**src/rtl/global_stats_dumper.sv**
```systemverilog
// global_stats_dumper: snapshots the global statistics counters on request and
// streams them as a framed packet (header, counter words low-word-first,
// XOR checksum trailer) over a valid/ready output port.
module global_stats_dumper #(
    parameter int NUM_COUNTERS  = 4,
    parameter int COUNTER_WIDTH = 64,
    parameter int OUT_WIDTH     = 32
) (
    input  logic                                  clk,
    input  logic                                  reset,
    input  logic [NUM_COUNTERS*COUNTER_WIDTH-1:0] counters_in,
    input  logic                                  dump_req,
    output logic                                  busy,
    output logic                                  out_valid,
    input  logic                                  out_ready,
    output logic [OUT_WIDTH-1:0]                  out_data,
    output logic                                  out_last,
    output logic [7:0]                            dropped_reqs,
    output logic [1:0]                            dbg_state
);

    // Output handshake: a word transfers on a rising edge where
    // out_valid && out_ready. While out_valid is high and out_ready is low,
    // out_data and out_last hold. out_valid is a function of registered state
    // only (never of out_ready) and only drops after the trailer transfers or
    // on reset.

    localparam int WPC         = COUNTER_WIDTH / OUT_WIDTH;
    localparam int TOTAL_WORDS = NUM_COUNTERS * WPC;
    localparam int SNAP_W      = NUM_COUNTERS * COUNTER_WIDTH;
    localparam int IDX_W       = (TOTAL_WORDS > 1) ? $clog2(TOTAL_WORDS) : 1;

    localparam logic [1:0] ST_IDLE    = 2'd0;
    localparam logic [1:0] ST_HEADER  = 2'd1;
    localparam logic [1:0] ST_DATA    = 2'd2;
    localparam logic [1:0] ST_TRAILER = 2'd3;

    localparam logic [IDX_W-1:0] LAST_IDX = IDX_W'(TOTAL_WORDS - 1);

    // Magic in the top 16 bits, counter count in the low byte; with a 16-bit
    // port the magic takes precedence where the two fields overlap.
    function automatic logic [OUT_WIDTH-1:0] build_header();
        logic [OUT_WIDTH-1:0] h;
        h                    = '0;
        h[7:0]               = 8'(NUM_COUNTERS);
        h[OUT_WIDTH-1 -: 16] = 16'h5A7A;
        return h;
    endfunction

    localparam logic [OUT_WIDTH-1:0] HEADER_WORD = build_header();

    logic [1:0]           state;
    logic [IDX_W-1:0]     idx;
    logic [SNAP_W-1:0]    snapshot;
    logic [OUT_WIDTH-1:0] checksum;
    logic [OUT_WIDTH-1:0] xor_in;
    logic [OUT_WIDTH-1:0] data_word;
    logic                 xfer;

    assign xfer      = out_valid && out_ready;
    assign busy      = (state != ST_IDLE);
    assign out_valid = (state != ST_IDLE);
    assign out_last  = (state == ST_TRAILER);
    assign dbg_state = state;
    assign data_word = snapshot[int'(idx)*OUT_WIDTH +: OUT_WIDTH];

    // Trailer value precomputed from the live counters so it can be latched
    // together with the snapshot on the accepting edge.
    always_comb begin
        xor_in = HEADER_WORD;
        for (int w = 0; w < TOTAL_WORDS; w++) begin
            xor_in = xor_in ^ counters_in[w*OUT_WIDTH +: OUT_WIDTH];
        end
    end

    // Output word mux; idle drives zero so the bus is quiet between frames.
    always_comb begin
        out_data = '0;
        case (state)
            ST_HEADER:  out_data = HEADER_WORD;
            ST_DATA:    out_data = data_word;
            ST_TRAILER: out_data = checksum;
            default:    out_data = '0;
        endcase
    end

    // Frame FSM: snapshot on request, then walk header, data words, trailer.
    always_ff @(posedge clk) begin
        if (reset) begin
            state    <= ST_IDLE;
            idx      <= '0;
            snapshot <= '0;
            checksum <= '0;
        end else begin
            case (state)
                ST_IDLE: begin
                    if (dump_req) begin
                        snapshot <= counters_in;
                        checksum <= xor_in;
                        idx      <= '0;
                        state    <= ST_HEADER;
                    end
                end
                ST_HEADER: begin
                    if (xfer) begin
                        idx   <= '0;
                        state <= ST_DATA;
                    end
                end
                ST_DATA: begin
                    if (xfer) begin
                        if (idx == LAST_IDX) begin
                            state <= ST_TRAILER;
                        end else begin
                            idx <= idx + 1'b1;
                        end
                    end
                end
                ST_TRAILER: begin
                    if (xfer) begin
                        state <= ST_IDLE;
                    end
                end
                default: state <= ST_IDLE;
            endcase
        end
    end

    // Saturating count of requests that arrive while a frame is in flight.
    always_ff @(posedge clk) begin
        if (reset) begin
            dropped_reqs <= '0;
        end else if (dump_req && (state != ST_IDLE) && (dropped_reqs != 8'hFF)) begin
            dropped_reqs <= dropped_reqs + 8'd1;
        end
    end

endmodule

```
**config.mk**
```make
export PLATFORM = sky130hd
export DESIGN_NAME = global_stats_dumper
export DESIGN_NICKNAME = d
export VERILOG_FILES = /design/src/rtl/global_stats_dumper.sv
export SDC_FILE = /design/constraint.sdc
export NUM_CORES = 1
export LEC_CHECK = 0
export CELL_PAD_IN_SITES_DETAIL_PLACEMENT = 2
export CELL_PAD_IN_SITES_GLOBAL_PLACEMENT = 2
export CORE_UTILIZATION = 30
export DETAILED_ROUTE_END_ITERATION = 6
export PLACE_DENSITY = 0.77
export REMOVE_ABC_BUFFERS = 1
export SYNTH_ARGS = -nofsm -noshare
export SYNTH_HDL_FRONTEND = slang
export SYNTH_SLANG_ARGS = --single-unit
```
**constraint.sdc**
```tcl
create_clock -name clk -period 2.35 [get_ports clk]
set_clock_uncertainty 0.05 [all_clocks]
set_input_delay 0.235 -clock clk [delete_from_list [all_inputs] [get_ports clk]]
set_output_delay 0.235 -clock clk [all_outputs]
set_load 0.05 [all_outputs]
```
# Yosys cells after proc, flatten, opt, wreduce, memory -nomap -nowiden
# Cells that the tools add are included.
# word_totals
regBits	301
input_bits	260
word_cells	48
# op_classes
add_sub_neg	2
n_eq_ne	11
shifts	1
muxes	12
n_bitwise	8
reduce_logical	9
# ops
cell	n
indexed part select 256 x 9 -> 32 bit	1
XOR 32 bit	7
one-hot mux 32 bit (3 select lines)	1
two-way mux 3 bit	4
two-way mux 2 bit	5
!= test 2 bit (second input constant)	5
inverter 10 bit	1
AND reduction 5 bit	2
one-hot mux 3 bit (3 select lines)	1
adder 8 x 1 -> 8 bit (second input constant)	1
!= test 8 bit (second input constant)	1
one-hot mux 2 bit (4 select lines)	1
equality test 2 bit (second input constant)	2
adder 3 x 1 -> 3 bit (second input constant)	1
equality test 3 bit (second input constant)	1
logical AND 1 bit	3
nonzero test 3 bit	1
equality test 2 x 1 -> 1 bit (second input constant)	1
logical NOT 2 bit	1
!= test 2 x 1 -> 1 bit (second input constant)	1
AND reduction 2 bit	1
nonzero test 2 bit	1

# Depth between registers and ports, before layout
# logic_depth
word_depth	8
mapped_depth	10

# Least setup slack after synthesis
# Ideal clock, no wire load.
# synth_path
path_kind	register to output
start	register state[1], in the netlist dbg_state[1]
end	output port out_data[10]
arrival_ps	3008
required_ps	2065
setup_slack_ps	-943
path_stages_with_launch	8
path_buffers	3
cell_sequence	dfxtp_1 inv_1 clkbuf_1 ha_1 buf_2 nand2b_1 clkbuf_1 o31ai_1
# synth_between
elab_chain_len	2
word_cells_on_any_way	4
# synth_lines
element	line	rtl
start, declared	52	logic [1:0] state;
start signal, assigned	90	state <= ST_IDLE;
start signal, assigned	101	state <= ST_HEADER;
start signal, assigned	107	state <= ST_DATA;
equality test 2 bit or equality test 2 x 1 -> 1 bit (tied branches)	79	case (state)
one-hot mux 32 bit (3 select lines) (*)	79	
end, declared	16	output logic [OUT_WIDTH-1:0] out_data,
# Mark *: on every way between the ends. The rest lies on a longest branch, timed or not.

# Worst setup path after layout
# layout_path
start	register idx[0]
end	output port out_data[1]
# layout_between
elab_chain_len	2
# layout_lines
element	line	rtl
start, declared	53	logic [IDX_W-1:0] idx;
start signal, assigned	115	idx <= idx + 1'b1;
indexed part select 256 x 9 -> 32 bit	65	assign data_word = snapshot[int'(idx)*OUT_WIDTH +: OUT_WIDTH];
one-hot mux 32 bit (3 select lines)	79	
# Every way passes these cells.

==> results.txt <==
----------------------------------------------------
[Outcome]
  Run status ... complete, but fails checks
  Violations in the final reports ... setup timing

[Global route]
  Global-route layer with the greatest usage ... met2
  Met3 track demand over resource in global routing ... 0.0327
  Global-route total usage across every layer ... 0.231
  First-pass GRT wire length ... 90400 um
  M1 GR Usage ... 0.268
  Sum of overflow across all layers after global routing ... 0
  GR Util met2 ... 0.431
  Largest net degree at the start of global routing ... 113
  Antenna violations before repair ... 2
  Vias in the first global route ... 15.8k

[Worst setup path]
  Data arrival time of the worst path ... 2.28 ns
  CP max-delay cell ... sky130_fd_sc_hd__dfxtp_4
  Series of cell instances along the critical path ... buf_12 -> buf_12 -> bufbuf_16 -> mux2_2 -> o22ai_2 -> o31ai_4 -> buf_12
  Worst path top cell family by delay ... buffers and inverters
  Start point of the critical path ... idx[0]$_SDFFE_PP0P_
  Delay of the slowest critical-path stage ... 0.40 ns
  Critical path launch point type ... flop
  Count of buffering cells on the critical path with inverters included ... 4
  Critical path data required time ... 2.07 ns
  Endpoint class of the critical path ... output pin
  Critical register-to-register path startpoint ... idx[0]$_SDFFE_PP0P_
  Crit-path max FO ... 4
  Most frequent CP cell ... sky130_fd_sc_hd__buf_12
  Worst setup path class ... reg2out

[Synthesis]
  Synth Area in Simple Gates ... 0.167
  Largest family of logic cells by synthesized area ... simple AND/OR/NAND/NOR gates
  Post-Synth Adder-Cell Area ... 0.00593
  Async set or reset register ratio after synthesis ... 0
  Number of flops mapped to enable cells by yosys ... 0
  Synthesized area ... 14800 sq um
  Post-synthesis area per instance ... 8.39 sq um
  Multiplexer area fraction after synthesis ... 0.106
  Compound-gate portion of the synthesized area ... 0.138
  Seq cells post-synth ... 301
  Sequential-to-total area share from yosys stat ... 0.408
  Main synth FF type ... sky130_fd_sc_hd__dfxtp_1
  Warnings from Yosys ... 0
  Count of mapped cells out of synthesis ... 1762
  Xor/xnor cell area share of the yosys netlist ... 0.135
  Distinct cell type count after synthesis ... 44

[Detailed routing]
  Number of design-rule violations left by the first detailed-router iteration ... 597
  Remaining antenna violation count ... 0
  Vias ... 13.9k
  Drt first pass iters ... 4
  Via count normalized by instance count ... 5.05
  Average routed wire per standard cell ... 21.3 um
  Post-detailed-routing wire length ... 58300 um
  DR DRC count ... 0

[Floorplanning]
  Die span in y ... 224 um
  Floorplan core area ... 48100 sq um
  Effective utilization at floorplan ... 0.307
  I/O pin cnt ... 305
  Die extent in x ... 224 um
  Area enclosed by the die boundary ... 50200 sq um
  Cell row count ... 80

[Layout]
  Ratio of cells with drive above 1 in the final layout ... 0.169
  Layout area overhead ... 45.9%
  Antenna diode count ... 0
  Final cell area excluding filler cells ... 21600 sq um
  Final net count ... 2333

[STA]
  Final Cycle Share ... 1.09
  RSZ-0062 raised after global routing ... yes
  Minimum clock period ... 2.57 ns
  Final-report hold violation count ... 0
  Smallest setup slack after layout ... -0.220 ns
  Measured slew at the worst slew-check pin ... 0.599 ns
  Count of endpoints failing setup in the final report ... 32
  Slew headroom ... 0.601
  Count of pins over their slew limit ... 0
  Highest clock rate ... 0.389 GHz

[Worst hold path]
  Worst hold path type ... in2reg
  Hold path startpoint ... counters_in[222]

[Pwr]
  Pwr Density ... 914 nW/um^2
  Worst-case vdd ir drop ... 0.713 mV
  P_int ... 12.5 mW
  Proportion of power drawn by flip-flops and latches ... 0.338
  Net Sw Frac ... 0.365
  Combinational share of power ... 0.382
  Total net switching power ... 7.20 mW
  Share of power burned in the clock network ... 0.281
  Leakage component of the power ... 7.58 nW
  Overall power consumption ... 19.7 mW

[Clock tree]
  Clock latency reported for the late side of the worst-skew pair ... 0.53 ns
  Number of buffers on the longest clock path ... 3
  Total clock sinks ... 301
  Clock input transition at the sequential cells of the worst setup and hold paths ... 0.06 ns
  CTS H-tree depth ... 2
  TritonCTS clock tree ... yes
  Clock root cell ... sky130_fd_sc_hd__clkbuf_16
  Number of buffers created by CTS ... 37

[Place]
  Count of buffers inserted at the top-level ports ... 304
  Detailed placer's ending HPWL ... 38500 um
  Cell area reported after detailed placement ... 19000 sq um
  RePlAce Congestion ... 0.767

[Run]
  Max cap viols ... 0

----------------------------------------------------
==> what timing repair did <==
action                                 CTS  global route
hold buffers                             1             0
endpoints found under the hold margin    1             0
setup endpoints to repair               32            32
pin swaps                               19            14
buffers inserted                        22             2
gates resized for setup                172            23
cloned                                   8             1
==> final timing paths <==
path	to	slack, ns	cells past startpoint
worst max-delay path	out_data[1]	-0.22	7
worst min-delay path	snapshot[222]$_SDFFE_PP0P_	0.26	3
worst max register to register	idx[1]$_SDFFE_PP0P_	0.15	8
worst min register to register	snapshot[4]$_SDFFE_PP0P_	0.40	2
==> area by class of cell <==
| type | count | area [sq um] |
|---|---|---|
| flip-flops and latches | 301 | 6040 |
| repair buffers | 393 | 4590 |
| inverters | 4 | 15.0 |
| well taps | 656 | 821 |
| multi-input cells | 1329 | 8920 |
| fillers | 5169 | 26600 |
| clock buffers | 58 | 1150 |
| clock inverters | 3 | 18.8 |
==> synthesized netlist by cell type, drive strengths merged (22+ instances only) <==
cell type	count	area (sq um)
dfxtp	301	6030
mux4	42	946
nor2	50	188
mux2	44	495
xnor2	214	1870
nand2	538	2020
a211oi	22	165
o31ai	23	173
buf	44	254
clkbuf	84	319
a21oi	269	1350
o22ai	32	200
==> sequential cells by signal, summed over array words and instances (netlist names) <==
register,cells
dbg_state,2
idx,3
dropped_reqs,8
checksum,32
snapshot,256
==> metal layers <==
layer,up-vias,part of all wire
met5,-,0.00046
met4,4,0.031
met3,105,0.036
met2,300,0.53
met1,6924,0.41
li1,6518,-
==> cells in the final DEF (no fill, tap or decap), drive strengths merged, types with 12 or more instances in the layout <==
cell type	instances
mux2i	13
mux2	44
o22ai	32
a21oi	269
nand2	538
o31ai	23
xor2	13
xnor2	214
a211oi	22
dfxtp	301
clkbuf	59
mux4	42
buf	121
clkdlybuf4s50	268
o21ai	12
nor2	50
==> worst min-delay path: cells and delay by family <==
family                 cells  cell delay (ns)
AOI/OAI and AO/OA          1             0.05
and+or+nand+nor            1             0.07
buffers and inverters      1             0.44
==> power by group through the flow <==
stage	Sequential (mW)	Combinational, mW	Clock [mW]
after detailed placement	6.71	6.87	0
after CTS	6.62	7.40	5.65
after global placement	6.63	6.62	0
after floorplan	6.29	3.59	0
final	6.65	7.53	5.53
after global routing	6.74	8.11	5.88
==> logic make-up after synthesis <==
family,count (synthesis)
AO/OA/AOI/OAI,369
XOR/XNOR,227
flip-flops,301
adder cells (fa/ha/maj),7
multiplexers,99
buffers and inverters,132
AND/OR/NAND/NOR,627
==> through the flow <==
stage	TNS [ns]	worst slack [ns]	util	hold slack [ns]	cells
final	-5.24	-0.220	0.448	0.262	2744
after global routing	-7.52	-0.291	0.448	0.274	2744
after CTS	-6.55	-0.269	0.445	0.240	2742
after detailed placement	0	0.0350	0.394	0.397	2650
after global placement	0	0.108	0.394	0.388	2650
after floorplan	-1325.14	-5.15	-	0.254	1634
Power figures use the tool's default switching activity.
==> RTL edit: new RTL, same flow settings <==
`COUNTER_WIDTH`: 64 -> 128.
--- a/src/rtl/global_stats_dumper.sv
+++ b/src/rtl/global_stats_dumper.sv
@@ -3,7 +3,7 @@
 // XOR checksum trailer) over a valid/ready output port.
 module global_stats_dumper #(
     parameter int NUM_COUNTERS  = 4,
-    parameter int COUNTER_WIDTH = 64,
+    parameter int COUNTER_WIDTH = 128,
     parameter int OUT_WIDTH     = 32
 ) (
     input  logic                                  clk,
Interface: changed (resized counters_in); port bits go from 305 to 561. The function was not compared with the original's and may differ.
==> RTL edit against the unedited design <==
The flow still finishes with violations (negative setup slack); non-clock buffer count grew 314; sequential power grew 86%; total power grew 87%; worst setup slack lost 590 ps; area after synthesis grew 86%; sequential cell count grew 257; worst hold slack lost 89 ps; sequential share of layout area grew 1.3 points; routed wire length grew 91%; cell area grew 77%; critical path type unchanged; critical endpoint is now out_data[9]; largest cell class unchanged.
==> RTL edit: results (changes against the unedited design) <==
- Met1 global-route usage: 26.8% (-0.036 points)
- Synth cell count leaders: nand2_1, dfxtp_1, a21oi_1
- Static leakage: 13.4 nW (+77%)
- Reg2Reg Setup Slack: 230 ps (+80 ps)
- WHS Endpoint: snapshot[281]
- Gpl congestion: 0.809 (+5.4%)
- Final nets: 4229 (+81%)
- Vias in the first global route: 28.2k (+78%)
- Global-route wire length before repair: 168000 µm (+86%)
- Largest net degree at the start of global routing: 118 (+4.4%)
- IO Port Bufs: 560 (+84%)
- R2R cell count: 9 (+1)
- Num CTS Buffers: 68 (+84%)
- Worst path arrival time: 2880 ps (+600 ps)
- Status: finished with violations
- Share of cells above drive strength 1: 12.9% (-4.0 points)
- WHS Path Cells: 3 (unchanged)
- Total GRT Usage: 23.5% (+0.37 points)
- # H-tree levels: 3 (+1)
- Placed Cells: 4786 (+81%)
- Seq/Total Area, Yosys: 40.6% (-0.16 points)
- PnR worst setup slack: -811 ps (-591 ps)
- Worst slew margin: 37.4% (-23 points)
- TritonRoute pass-1 iters: 4 (unchanged)
- Maximum root-to-sink buffer count: 3 (unchanged)
- GRT met3 Usage: 3.79% (+0.52 points)
- Regs by FF count: snapshot (512), checksum (32), dropped_reqs (8)
- DRT iter0 DRCs: 1102 (+85%)
- Antenna violations before repair: 22 (+20)
- RR Endpoint: idx[0]
- Post-DP HPWL: 81500 µm (+110%)
- Via count: 25.1k (+81%)
- WL/cell: 22.5 µm (+5.9%)
- R2r startpoint: dbg_state[1]
- Post-synth EDFFs: 0 (unchanged)
- Yosys warns: 0 (unchanged)
- Worst Path Max Fanout: 14 (+10)
- Synth Instances: 3162 (+79%)
- Finished Layout Cells: 4948 (+80%)
- M2 GR Usage: 43.0% (-0.065 points)
- Hold_sp: counters_in[281]
- Violated checks: negative setup slack
- Peak VDD IR: 0.550 mV (-23%)
- Worst Hold Class: in2reg
- Routed Antenna Nets: 0 (unchanged)
- Final setup violation count: 32 (unchanged)
- Clk Latency, worst-skew pair: 610 ps (+80 ps)
- Placed Area: 35200 µm² (+86%)
- Area contributors post-synth: dfxtp_1, nand2_1, xnor2_1, mux4_2, a21oi_1
- Synth unique cells: 39 (-11%)
[RTL edit: cell types whose count changed after synthesis, moves of 108 or more]
cell and delta:
nand2_1 +493, a21oi_1 +259, dfxtp_1 +257, xnor2_1 +215
clkbuf_1 +120, mux4_2 +108
[RTL edit: metrics by stage]
| stage | hold WS, ps | setup WS [ps] | utilization [%] | TNS [ps] | power (W) |
|---|---|---|---|---|---|
| CTS | 133 | -866 | 42.0 | -25490 | 0.0372 |
| finish | 173 | -811 | 42.2 | -23470 | 0.0368 |
| global placement | 388 | -340 | 39.0 | -5670 | 0.0253 |
| detailed placement | 398 | -362 | 39.0 | -6070 | 0.0258 |
| floorplan | 254 | -9940 | - | -4766690 | 0.0167 |
| global route | 166 | -869 | 42.2 | -26040 | 0.0389 |
[RTL edit: timing repair]
action | 4_1_cts | 5_1_grt
endpoints found under the setup margin | 35 | 37
gates resized for setup | 74 | 22
setup buffers | 16 | 12
cloned | 1 | 2
hold buffers | 1 | 0
hold endpoints to repair | 29 | 0
pin swaps | 16 | 15
[RTL edit: critical path, stage by stage, from the launching register on]
cell and delay [ps]:
dfxtp_4 380, buf_12 200, buf_4 180, mux4_2 500, mux4_2 490, a32o_1 310, buf_4 200
[RTL edit: worst max-delay path by stage]
| stage | cells after the start | to | startpoint |
|---|---|---|---|
| finish | 6 | out_data[9] | idx[0] |
| global route | 6 | out_data[9] | idx[0] |
| CTS | 6 | out_data[18] | idx[0] |
| detailed placement | 8 | out_data[28] | idx[0] |
| global placement | 8 | out_data[28] | idx[0] |
| floorplan | 5 | checksum[30] | dbg_state[1] |
[RTL edit: where the power goes]
part | leakage, nW | internal (W) | switching [W]
Combinational | 7.73 | 0.00608 | 0.00764
Sequential | 4.59 | 0.0113 | 0.00111
Clock | 1.12 | 0.00636 | 0.00439
Total | 13.4 | 0.0237 | 0.0131
[RTL edit: cell type report]
class                      count  area (µm²)
fill                        9812       52200
multi-input combinational   2369       15600
sequential                   558       11200
timing repair buffer         707        7640
clock buffer                 101        1990
tap                         1176        1470
clock inverter                21         283
antenna                       13        32.5
inverter                       3        11.3
[RTL edit: kinds of logic after synthesis]
family | share of synthesized area [%]
xor+xnor | 15.5
flops | 40.6
simple gates | 15.3
compound gates | 12.4
buf+inv | 3.56
mux | 12.3
fa+ha+maj | 0.273
[RTL edit: metal layers]
layer	vias up	share of wire, %
met3	199	4.1
met5	-	0.11
met2	540	52
met4	18	3.5
li1	11700	-
met1	12600	40
